==> src/rtl/fetch_pc_gen.sv <==
// Fetch address generator: steps the fetch PC through predictor hints, tracks
// in-flight fetch blocks in a small FIFO and redirects on resolved mispredictions.
module fetch_pc_gen #(
  parameter logic [31:0] RESET_PC = 32'h0000_1000,
  parameter int          QDEPTH   = 4
) (
  input  logic        CLK,
  input  logic        reset,
  input  logic        stall,
  output logic [31:0] pred_pc,
  input  logic [31:0] pred_target_curr,
  input  logic        pred_taken_curr,
  input  logic        pred_hit_curr,
  output logic        fetch_valid,
  input  logic        res_valid,
  input  logic        res_taken,
  input  logic [31:0] res_target,
  output logic        update_valid,
  output logic [31:0] update_neip,
  output logic [31:0] update_target,
  output logic        update_taken,
  output logic        update_mispred
);

  localparam int PTR_W = (QDEPTH > 1) ? $clog2(QDEPTH) : 1;
  localparam int CNT_W = $clog2(QDEPTH + 1);

  logic [31:0]      pc_q, pc_d;
  logic [PTR_W-1:0] head_q, head_d, tail_q, tail_d;
  logic [CNT_W-1:0] count_q, count_d;

  logic [31:0] q_pc_q  [QDEPTH];
  logic        q_pt_q  [QDEPTH];
  logic [31:0] q_tgt_q [QDEPTH];

  logic        upd_valid_q, upd_valid_d;
  logic [31:0] upd_neip_q, upd_neip_d;
  logic [31:0] upd_target_q, upd_target_d;
  logic        upd_taken_q, upd_taken_d;
  logic        upd_mispred_q, upd_mispred_d;

  logic        pt_s, full_s, empty_s, pop_s, mispred_s, accept_s;
  logic [31:0] head_pc_s, head_tgt_s;
  logic        head_pt_s;

  assign head_pc_s  = q_pc_q[head_q];
  assign head_pt_s  = q_pt_q[head_q];
  assign head_tgt_s = q_tgt_q[head_q];

  assign pt_s      = pred_hit_curr & pred_taken_curr;
  assign full_s    = (count_q == CNT_W'(QDEPTH));
  assign empty_s   = (count_q == '0);
  assign pop_s     = res_valid & ~empty_s;
  // A taken prediction with the wrong target counts as a mispredict too.
  assign mispred_s = pop_s & ((res_taken != head_pt_s) |
                              (res_taken & (res_target != head_tgt_s)));
  assign accept_s  = ~stall & ~full_s & ~mispred_s;

  assign pred_pc        = pc_q;
  assign fetch_valid    = accept_s;
  assign update_valid   = upd_valid_q;
  assign update_neip    = upd_neip_q;
  assign update_target  = upd_target_q;
  assign update_taken   = upd_taken_q;
  assign update_mispred = upd_mispred_q;

  always_comb begin
    pc_d    = pc_q;
    head_d  = head_q;
    tail_d  = tail_q;
    count_d = count_q;
    if (mispred_s) begin
      pc_d    = res_taken ? res_target : (head_pc_s + 32'd8);
      head_d  = '0;
      tail_d  = '0;
      count_d = '0;
    end else begin
      if (accept_s) begin
        pc_d   = pt_s ? pred_target_curr : (pc_q + 32'd8);
        tail_d = tail_q + PTR_W'(1);
      end else begin
        pc_d   = pc_q;
      end
      if (pop_s) begin
        head_d = head_q + PTR_W'(1);
      end else begin
        head_d = head_q;
      end
      if (accept_s && !pop_s) begin
        count_d = count_q + CNT_W'(1);
      end else if (pop_s && !accept_s) begin
        count_d = count_q - CNT_W'(1);
      end else begin
        count_d = count_q;
      end
    end
  end

  always_comb begin
    upd_valid_d   = pop_s;
    upd_mispred_d = mispred_s;
    upd_neip_d    = upd_neip_q;
    upd_target_d  = upd_target_q;
    upd_taken_d   = upd_taken_q;
    if (pop_s) begin
      upd_neip_d   = head_pc_s;
      upd_target_d = res_target;
      upd_taken_d  = res_taken;
    end else begin
      upd_neip_d   = upd_neip_q;
      upd_target_d = upd_target_q;
      upd_taken_d  = upd_taken_q;
    end
  end

  always_ff @(posedge CLK or posedge reset) begin
    if (reset) begin
      pc_q          <= RESET_PC;
      head_q        <= '0;
      tail_q        <= '0;
      count_q       <= '0;
      upd_valid_q   <= 1'b0;
      upd_neip_q    <= 32'd0;
      upd_target_q  <= 32'd0;
      upd_taken_q   <= 1'b0;
      upd_mispred_q <= 1'b0;
    end else begin
      pc_q          <= pc_d;
      head_q        <= head_d;
      tail_q        <= tail_d;
      count_q       <= count_d;
      upd_valid_q   <= upd_valid_d;
      upd_neip_q    <= upd_neip_d;
      upd_target_q  <= upd_target_d;
      upd_taken_q   <= upd_taken_d;
      upd_mispred_q <= upd_mispred_d;
    end
  end

  // Entry storage; a slot is only read after it has been written since the last clear.
  always_ff @(posedge CLK or posedge reset) begin
    if (reset) begin
      for (int i = 0; i < QDEPTH; i++) begin
        q_pc_q[i]  <= 32'd0;
        q_pt_q[i]  <= 1'b0;
        q_tgt_q[i] <= 32'd0;
      end
    end else if (accept_s) begin
      q_pc_q[tail_q]  <= pc_q;
      q_pt_q[tail_q]  <= pt_s;
      q_tgt_q[tail_q] <= pred_target_curr;
    end else begin
      q_pc_q[tail_q]  <= q_pc_q[tail_q];
      q_pt_q[tail_q]  <= q_pt_q[tail_q];
      q_tgt_q[tail_q] <= q_tgt_q[tail_q];
    end
  end

endmodule

==> config.mk <==
export PLATFORM = sky130hd
export DESIGN_NAME = fetch_pc_gen
export DESIGN_NICKNAME = d
export VERILOG_FILES = /design/src/rtl/fetch_pc_gen.sv
export SDC_FILE = /design/constraint.sdc
export NUM_CORES = 1
export LEC_CHECK = 0
export ABC_AREA = 1
export BUFFER_PORTS_ARGS = -buffer_cell sky130_fd_sc_hd__buf_2
export CORE_AREA = 2 2 246 248
export CTS_CLUSTER_DIAMETER = 100
export DETAILED_ROUTE_END_ITERATION = 8
export DIE_AREA = 0 0 248 250
export PLACE_DENSITY_LB_ADDON = 0.08
export SLEW_MARGIN = 10
export SYNTH_ARGS = -nofsm -noshare
export SYNTH_HDL_FRONTEND = slang
export SYNTH_SLANG_ARGS = --single-unit
==> constraint.sdc <==
create_clock -name CLK -period 13.9 [get_ports CLK]
set_input_delay 2.78 -clock CLK [delete_from_list [all_inputs] [get_ports CLK]]
set_output_delay 2.78 -clock CLK [all_outputs]
set_load 0.02 [all_outputs]
Word level (Yosys, flattened, before mapping)

Cells that the tools add are included.

Bits in registers: 366
Input port bits: 71
Output and inout port bits: 100

$add $sub $neg: 6
$lt $le $gt $ge: 3
Equality and inequality tests: 3
Multiplexer cells: 42
Bitwise operators: 13
Reductions and logical operators: 9

Operators by type and width:

| kind                                                                  | count |
|---|---|
| 128-bit bitwise mux                                                   | 4 |
| 32-bit two-way mux                                                    | 13 |
| 32-bit binary-select mux with 2-bit select                            | 4 |
| 128-bit two-way mux                                                   | 2 |
| 32-bit by 4-bit adder with 32-bit output (second input constant)      | 2 |
| 32-bit demux with 2-bit select                                        | 1 |
| 32-bit != test                                                        | 1 |
| 3-bit two-way mux                                                     | 3 |
| 4-bit bitwise mux                                                     | 2 |
| 2-bit two-way mux                                                     | 4 |
| 1-bit bitwise AND                                                     | 6 |
| 3-bit greater-or-equal comparator (second input constant)             | 2 |
| 2-bit inverter with 3-bit output                                      | 2 |
| 1-bit two-way mux                                                     | 5 |
| 2-bit by 1-bit adder with 2-bit output (second input constant)        | 2 |
| 1-bit binary-select mux with 2-bit select                             | 2 |
| 4-bit two-way mux                                                     | 1 |
| 1-bit inverter                                                        | 4 |
| 2-bit nonzero test                                                    | 2 |
| 3-bit by 1-bit adder with 3-bit output (second input constant)        | 1 |
| 3-bit == test (second input constant)                                 | 1 |
| 1-bit logical AND                                                     | 3 |
| 3-bit zero test                                                       | 1 |
| 3-bit by 1-bit < comparator with 1-bit output (second input constant) | 1 |
| other kinds (6)                                                       | 7 |

Depth between registers and ports, before layout

Gate-level depths: netlist (run 1).

Depth after elaboration: 15
Depth in mapped cells: 22
Mapped depth without buffers: 18

Worst setup path after synthesis (run 1)

OpenSTA, ideal clock, no wires.

Kind: input port to output port
From: input res_taken
To: output fetch_valid
Data arrival time: 4.060 ns
Required time: 11.120 ns
Slack: 7.060 ns
Stages on the path: 12
Cells stage by stage: clkbuf_1 nand3_1 nor2_1 nand2_1 nor2_1 nand2_1 nor2_1 nand3_2 nand2_4 nand2_4 inv_1 buf_2

Cells in the longest elaborated chain, start to end: 5

Ends and longest elaborated chain:

| item                                               | RTL line | RTL |
|---|---|---|
| start: declaration                                 | 16       | `input logic res_taken,` |
| 1-bit != test or 1-bit bitwise AND (tied branches) | 55, 56   |  |
| 1-bit OR *                                         | 55       | `assign mispred_s = pop_s & ((res_taken != head_pt_s) \|` |
| 1-bit bitwise AND *                                | 55       |  |
| 1-bit inverter *                                   | 57       | `assign accept_s = ~stall & ~full_s & ~mispred_s;` |
| 1-bit bitwise AND *                                | 57       |  |
| end: declaration                                   | 14       | `output logic fetch_valid,` |

Every way passes the cells marked *; elsewhere a longest branch is shown, timed or not.

Worst setup path after layout (run 1)

Same ends and word-level chain as after synthesis.

==> flow_metrics.py, run 1 <==
metrics = {
    "outcome": {
        "status": "completed",
    },
    "grt": {
        "grt_max_degree": 194,
        "grt_usage_pct": 34.11,
        "antenna_found_initial": 9,
        "grt_overflow": 0,
        "grt_pass1_vias": 24270,
        "grt_first_pass_wirelength_mm": 159.8,
    },
    "drt": {
        "vias": 25730,
        "drc": 0,
        "avgViaCountPerCell": 6.197,
        "antenna_left": 0,
        "wl_per_cell_um": 25.78,
        "first_iter_violations": 3109,
        "dr.pass1.iters": 6,
        "wl_mm": 107.0,
    },
    "synth": {
        "syn_inst": 3394,
        "synth_largest_area_cell": "dfrtp_1",
        "ys.flop_type": "dfrtp_1",
        "postSynth.asyncResetShare_pct": 100.0,
        "synth_seq_cells": 366,
        "synth_most_common_cell": "nand2_1",
        "synth_top_cell_area_share_pct": 38.85,
        "ys_top_cells_by_area": "dfrtp_1, nand3_1, nand2_1",
        "synth_area_um2": 23510,
        "synthTopCellsByCount": "nand2_1, nand3_1, dfrtp_1",
        "yosysSeqAreaShare_pct": 38.96,
        "synthDistinctLibCells": 40,
        "synth_warnings": 0,
        "synth_area_per_cell_um2": 6.927,
        "syn_nets": 3472,
        "synth_edf_count": 0,
    },
    "sta": {
        "post-route-period-util_pct": 63.11,
        "rsz0062_at_grt": "false",
        "worstMarginPinSlew_ns": 1.127,
        "fin_hold_ws_ns": 0.4751,
        "clock_skew_ns": 0.04265,
        "max_freq_mhz": 114.0,
        "finalMaxSlewViolations": 0,
        "fin_crit_ns": 8.773,
        "fin_tns_setup_ns": 0,
        "finalSetupViolCount": 0,
        "setup_slack_ns": 5.127,
        "slew_headroom_pct": 24.85,
        "hold_viol": 0,
    },
    "critical_path": {
        "path_cells": "buf_2, buf_4, nand3_1, nor2_1, nand2_1, nor2_1, nand2_1, nor2_1, nand3_2, nand2_8, nand2_8, inv_1, buf_2",
        "cp-start-kind": "input port",
        "worstSetupEndpointType": "primary output",
        "worst_path_most_repeated_cell": "nor2_1",
        "criticalPathCategory": "input port to primary output",
        "cpPeakStageDelay_ns": 0.64,
        "crit_fanout": 104,
        "cp_slowest_cell": "inv_1",
        "path_delay_family": "simple AND/OR/NAND/NOR gates",
        "crit_buf_inv": 4,
        "required_ns": 11.12,
        "arrival_ns": 5.99,
    },
    "clock_tree": {
        "htreeDepth": 2,
        "clkTransAtPathRegs_ns": 0.05,
        "root_buffer": "clkbuf_16",
        "clk_latency_ns": 0.62,
        "cts.path.max_buffers": 3,
        "cts_hold_buf": 0,
        "cts.sinks": 366,
        "post_cts_buffers": 0,
        "cts_made_buffers": 47,
        "cts_tree": "built",
        "cts_resized": 0,
    },
    "floorplanning": {
        "die_x_um": 248,
        "design.core.area_um2": 59570,
        "rows": 90,
        "die_h_um": 250,
        "initial_core_util_pct": 39.47,
        "ios": 171,
        "die-area_um2": 62000,
    },
    "layout": {
        "drive_gt1_share_pct": 9.266,
        "fill_cells": 6144,
        "regArea_um2": 9170,
        "fin_nets": 3406,
        "area_delta_synth_final_pct": 9.617,
        "multi_input_area_um2": 12440,
        "final_area_um2": 25770,
        "final_util_pct": 43.26,
    },
    "pwr": {
        "p_per_area_nw_per_um2": 292.6,
        "ir_worst_vdd_uv": 199.9,
        "p_leak_nw": 11.78,
    },
    "placement": {
        "hpwl_mm": 65.76,
        "post-place-ws_ns": 5.141,
        "post_dp_cell_area_um2": 24080,
        "gp_congestion": 0.9157,
        "io_buffers": 170,
    },
    "min_path": {
        "hold_path_class": "register to register",
    },
    "run": {
        "cap_violations": 0,
    },
}
state kept, by name, indices dropped and copies added, names as in the netlist:
name	cells
q_tgt_q	128
update_mispred	1
tail_q	2
pred_pc	32
q_pc_q	128
q_pt_q	4
update_valid	1
update_taken	1
update_target	32
count_q	3
update_neip	32
head_q	2
cell type report:
type                    count  area share, %
multi-input cells        2612          48.25
inverters                  97          1.461
diodes                      2        0.01942
repair buffers            204          4.340
flip-flops and latches    366          35.58
clock inverters            14         0.9225
clock buffers              74          5.622
well taps                 782          3.797
worst register-to-register path: cells and delay by family (launching register included):
family / cells / cell delay (ns)
buf+inv: 4 / 3.49
simple gates: 11 / 1.96
flops: 1 / 0.61
compound gates: 1 / 0.22
kinds of logic (layout without fill, tap and decap cells):
group | Yosys count | in the layout | share of synthesized area, %
xor gates and xnor gates | 41 | 41 | 1.527
AOI/OAI and AO/OA | 333 | 333 | 7.696
adders and majority gates | 7 | 7 | 0.4045
and+or+nand+nor | 2229 | 2229 | 42.78
other | 0 | 2 | 0
muxes | 2 | 2 | 0.08516
buffers and inverters | 416 | 389 | 8.542
DFF | 366 | 366 | 38.96
power by group:
part	switching [mW]	total [mW]	internal, mW
clock	0.531	1.36	0.826
sequential	0.661	2.25	1.59
combinational	2.85	3.93	1.08
total	4.04	7.54	3.50
per-stage QoR:
step	power, mW	std cells
3_3_place_gp	6.062	4061
6_report	7.541	4151
5_1_grt	8.002	4150
2_1_floorplan	4.728	3394
4_1_cts	7.476	4149
3_5_place_dp	6.101	4061
path summary, 6_finish.rpt:
check / startpoint / end / slack (ns) / cells past startpoint
max: res_taken / fetch_valid / 5.13 / 13
max in group asynchronous: reset / q_tgt_q[13] / 9.07 / 4
min: update_target[1] / update_target[1] / 0.48 / 2
min reg2reg: update_target[1] / update_target[1] / 0.48 / 2
min in group asynchronous: reset / q_pc_q[12] / 2.30 / 2
max reg2reg: head_q[0] / q_tgt_q[34] / 7.53 / 16
placed cells by master (no fill, tap or decap), types with 6 or more instances in the layout:
cell | synthesis | final
o21ai_1 | 8 | 7
inv_2 | 3 | 8
o22ai_1 | 66 | 66
bufinv_16 | 0 | 6
xor2_1 | 31 | 31
clkbuf_8 | 0 | 15
nand4_1 | 279 | 279
dfrtp_1 | 365 | 361
nand2_1 | 950 | 950
a21oi_1 | 13 | 13
buf_2 | 30 | 170
o21ai_0 | 226 | 226
clkbuf_1 | 197 | 11
nor3_1 | 13 | 13
nand3_1 | 741 | 741
xnor2_1 | 10 | 10
buf_4 | 34 | 33
clkbuf_16 | 0 | 48
nor2_1 | 233 | 233
inv_1 | 91 | 84
per-layer routing:
layer / vias to the layer above / part of all wire [%] / track usage (%)
li1: 11510 / - / -
met1: 12560 / 41 / 45.40
met2: 1382 / 44 / 51.99
met3: 265 / 9.3 / 7.108
met4: 8 / 5.6 / 17.62
met5: - / 0.041 / 0
No activity file was read; power rests on OpenSTA's default activity.
==> run 2, diff against run 1 <==
--- a/config.mk
+++ b/config.mk
@@ -5,12 +5,12 @@
 export SDC_FILE = /design/constraint.sdc
 export NUM_CORES = 1
 export LEC_CHECK = 0
-export ABC_AREA = 1
+export ABC_AREA = 0
 export BUFFER_PORTS_ARGS = -buffer_cell sky130_fd_sc_hd__buf_2
-export CORE_AREA = 2 2 246 248
+export CORE_AREA = 2 2 225 227
 export CTS_CLUSTER_DIAMETER = 100
 export DETAILED_ROUTE_END_ITERATION = 8
-export DIE_AREA = 0 0 248 250
+export DIE_AREA = 0 0 227 229
 export PLACE_DENSITY_LB_ADDON = 0.08
 export SLEW_MARGIN = 10
 export SYNTH_ARGS = -nofsm -noshare
==> constraint.sdc (replaced) <==
create_clock -name CLK -period 7.6 [get_ports CLK]
set_input_delay 1.52 -clock CLK [delete_from_list [all_inputs] [get_ports CLK]]
set_output_delay 1.52 -clock CLK [all_outputs]
set_load 0.02 [all_outputs]
==> run 2 against run 1 <==
Effect of this change: sequential power grew 67%; global-route usage shrank 9.3 points; clock skew shrank 0.029 ns; die area shrank 16%; non-clock buffer count shrank 10; setup slack lost 3.4 ns; critical endpoint unchanged; cell area shrank 12%; register-to-register slack lost 4.7 ns; cell count shrank 35%; critical path depth shrank 4; count of clock-buffer cells in the layout shrank 14; worst hold slack lost 0.0091 ns.
==> flow_metrics.py, run 2 <==
metrics = {
    "grt": {
        "grt_overflow": 0,
        "antenna_found_initial": 4,
        "grt_pass1_vias": 15240,
        "grt_usage_pct": 24.84,
        "grt_first_pass_wirelength_mm": 96.59,
        "grt_max_degree": 157,
    },
    "drt": {
        "dr.pass1.iters": 5,
        "first_iter_violations": 1274,
        "wl_mm": 63.59,
        "avgViaCountPerCell": 5.625,
        "drc": 0,
        "vias": 15260,
        "wl_per_cell_um": 23.45,
        "antenna_left": 0,
    },
    "synth": {
        "synth_seq_cells": 366,
        "synth_edf_count": 0,
        "ys_top_cells_by_area": "dfrtp_1, mux4_2, a21oi_1",
        "synthDistinctLibCells": 60,
        "syn_inst": 1908,
        "ys.flop_type": "dfrtp_1",
        "synth_largest_area_cell": "dfrtp_1",
        "yosysSeqAreaShare_pct": 46.57,
        "synth_top_cell_area_share_pct": 46.43,
        "syn_nets": 1986,
        "synth_area_per_cell_um2": 10.31,
        "synth_warnings": 0,
        "synthTopCellsByCount": "dfrtp_1, nor2_1, a21oi_1",
        "postSynth.asyncResetShare_pct": 100.0,
        "synth_most_common_cell": "dfrtp_1",
        "synth_area_um2": 19670,
    },
    "critical_path": {
        "cp_slowest_cell": "dfrtp_4",
        "cpPeakStageDelay_ns": 1.05,
        "required_ns": 6.08,
        "path_cells": "buf_4, mux4_2, xor2_1, a2111oi_0, nand3_1, o32ai_4, o21ai_4, inv_1, buf_2",
        "cp-start-kind": "register",
        "criticalPathCategory": "register to primary output",
        "crit_fanout": 48,
        "worstSetupEndpointType": "primary output",
        "crit_buf_inv": 3,
        "path_delay_family": "flip-flops",
        "arrival_ns": 4.40,
    },
    "layout": {
        "mostFrequentLayoutCells": "dfrtp_1, nor2_1, a21oi_1",
        "fill_cells": 4778,
        "final_util_pct": 45.46,
        "final_common_cell": "dfrtp_1",
        "drive_gt1_share_pct": 21.79,
        "fin_nets": 2083,
        "area_delta_synth_final_pct": 14.76,
        "reg.largest.list": "q_pc_q: 128 flops, q_tgt_q: 128 flops",
    },
    "floorplanning": {
        "ios": 171,
        "design.core.area_um2": 49660,
        "die_x_um": 227,
        "initial_core_util_pct": 39.61,
        "die-area_um2": 51980,
        "rows": 82,
        "die_h_um": 229,
    },
    "sta": {
        "fin_crit_ns": 5.916,
        "worstMarginPinSlew_ns": 1.160,
        "post-route-period-util_pct": 77.85,
        "slew_headroom_pct": 22.65,
        "rsz0062_at_grt": "false",
        "fin_tns_setup_ns": 0,
        "finalSetupViolCount": 0,
        "clock_skew_ns": 0.01394,
        "hold_viol": 0,
        "max_freq_mhz": 169.0,
        "finalMaxSlewViolations": 0,
    },
    "min_path": {
        "hold_path_class": "register to register",
    },
    "placement": {
        "hpwl_mm": 41.41,
        "gp_congestion": 0.8248,
        "io_buffers": 170,
    },
    "clock_tree": {
        "htreeDepth": 2,
        "root_buffer": "clkbuf_16",
        "clkTransAtPathRegs_ns": 0.06,
        "cts_resized": 0,
        "cts_hold_buf": 0,
        "cts.sinks": 366,
        "cts.path.max_buffers": 3,
        "cts_made_buffers": 43,
        "clk_latency_ns": 0.58,
        "post_cts_buffers": 0,
        "cts_tree": "built",
    },
    "pwr": {
        "p_per_area_nw_per_um2": 486.5,
        "ir_worst_vdd_uv": 193.6,
        "p_leak_nw": 9.078,
    },
    "outcome": {
        "status": "completed",
    },
    "run": {
        "cap_violations": 0,
    },
}
==> run 2: changes by cell type in the layout (fill, tap and decap cells not counted), moves of 12 or more <==
cell     before  now
nand4_1     279   10
nand2_1     950  242
xnor2_1      10   22
mux2i_1       2   59
o21ai_0     226   56
o22ai_1      66   34
inv_1        84   12
buf_4        33   21
nor2_1      233  332
mux2i_4       0   38
a21oi_1      13  300
nand3_1     741   24
mux4_2        0  117
==> run 2: logic make-up after synthesis <==
family                     Yosys count  synth area share, %
xor gates and xnor gates            54                2.404
muxes                              216                20.86
AOI/OAI and AO/OA                  450                12.65
and+or+nand+nor                    658                13.45
adders and majority gates            7               0.4834
buffers and inverters              157                3.581
DFF                                366                46.57
==> run 2: stage by stage <==
| stage | area, µm² | worst slack, ns | instances | hold slack, ns | power [mW] |
|---|---|---|---|---|---|
| after global placement | 21030 | 2.195 | 2632 | 0.4529 | 8.686 |
| after CTS | 22570 | 1.615 | 2710 | 0.4717 | 11.08 |
| after global routing | 22570 | 1.326 | 2711 | 0.4903 | 11.74 |
| after detailed placement | 21030 | 2.192 | 2632 | 0.4570 | 8.792 |
| after floorplan | 19680 | 1.171 | 1908 | 0.5000 | 7.221 |
| final | 22580 | 1.684 | 2712 | 0.4659 | 10.98 |
==> run 2: where the power goes <==
group	switching (mW)	total, mW	internal (mW)
clock	0.858	2.24	1.39
sequential	0.902	3.75	2.85
combinational	2.94	4.98	2.05
total	4.70	11.0	6.28
==> run 2: metal layers <==
metal  wire length [µm]  global-route usage (%)
met5                  0                       0
met4               1788                   8.313
met3               3568                   4.003
met2              30160                   39.55
met1              28080                   34.65
==> run 2: path summary, 6_finish.rpt <==
| kind | end | cells past startpoint | start | slack [ns] |
|---|---|---|---|---|
| max reg2reg | q_pc_q[43] | 10 | head_q[0] | 2.82 |
| min reg2reg | update_neip[24] | 2 | update_neip[24] | 0.47 |
| min in group asynchronous | q_pc_q[70] | 2 | reset | 0.95 |
| max | fetch_valid | 9 | head_q[0] | 1.68 |
| min | update_neip[24] | 2 | update_neip[24] | 0.47 |
| max in group asynchronous | head_q[1] | 3 | reset | 5.27 |
==> run 2: worst min-delay path, delay by kind of cell (launching register included) <==
kind / cells / cell delay [ns]
and+or+nand+nor: 2 / 0.10
DFF: 1 / 0.33
==> run 2: cell type report <==
class | count | area, µm² | share of cell area, %
timing repair buffer | 194 | 1069 | 4.733
clock inverter | 18 | 245.2 | 1.086
sequential | 366 | 9175 | 40.64
clock buffer | 60 | 1292 | 5.725
multi-input combinational | 1385 | 9888 | 43.80
antenna | 2 | 5.005 | 0.02217
tap | 672 | 840.8 | 3.724
inverter | 15 | 60.06 | 0.2660
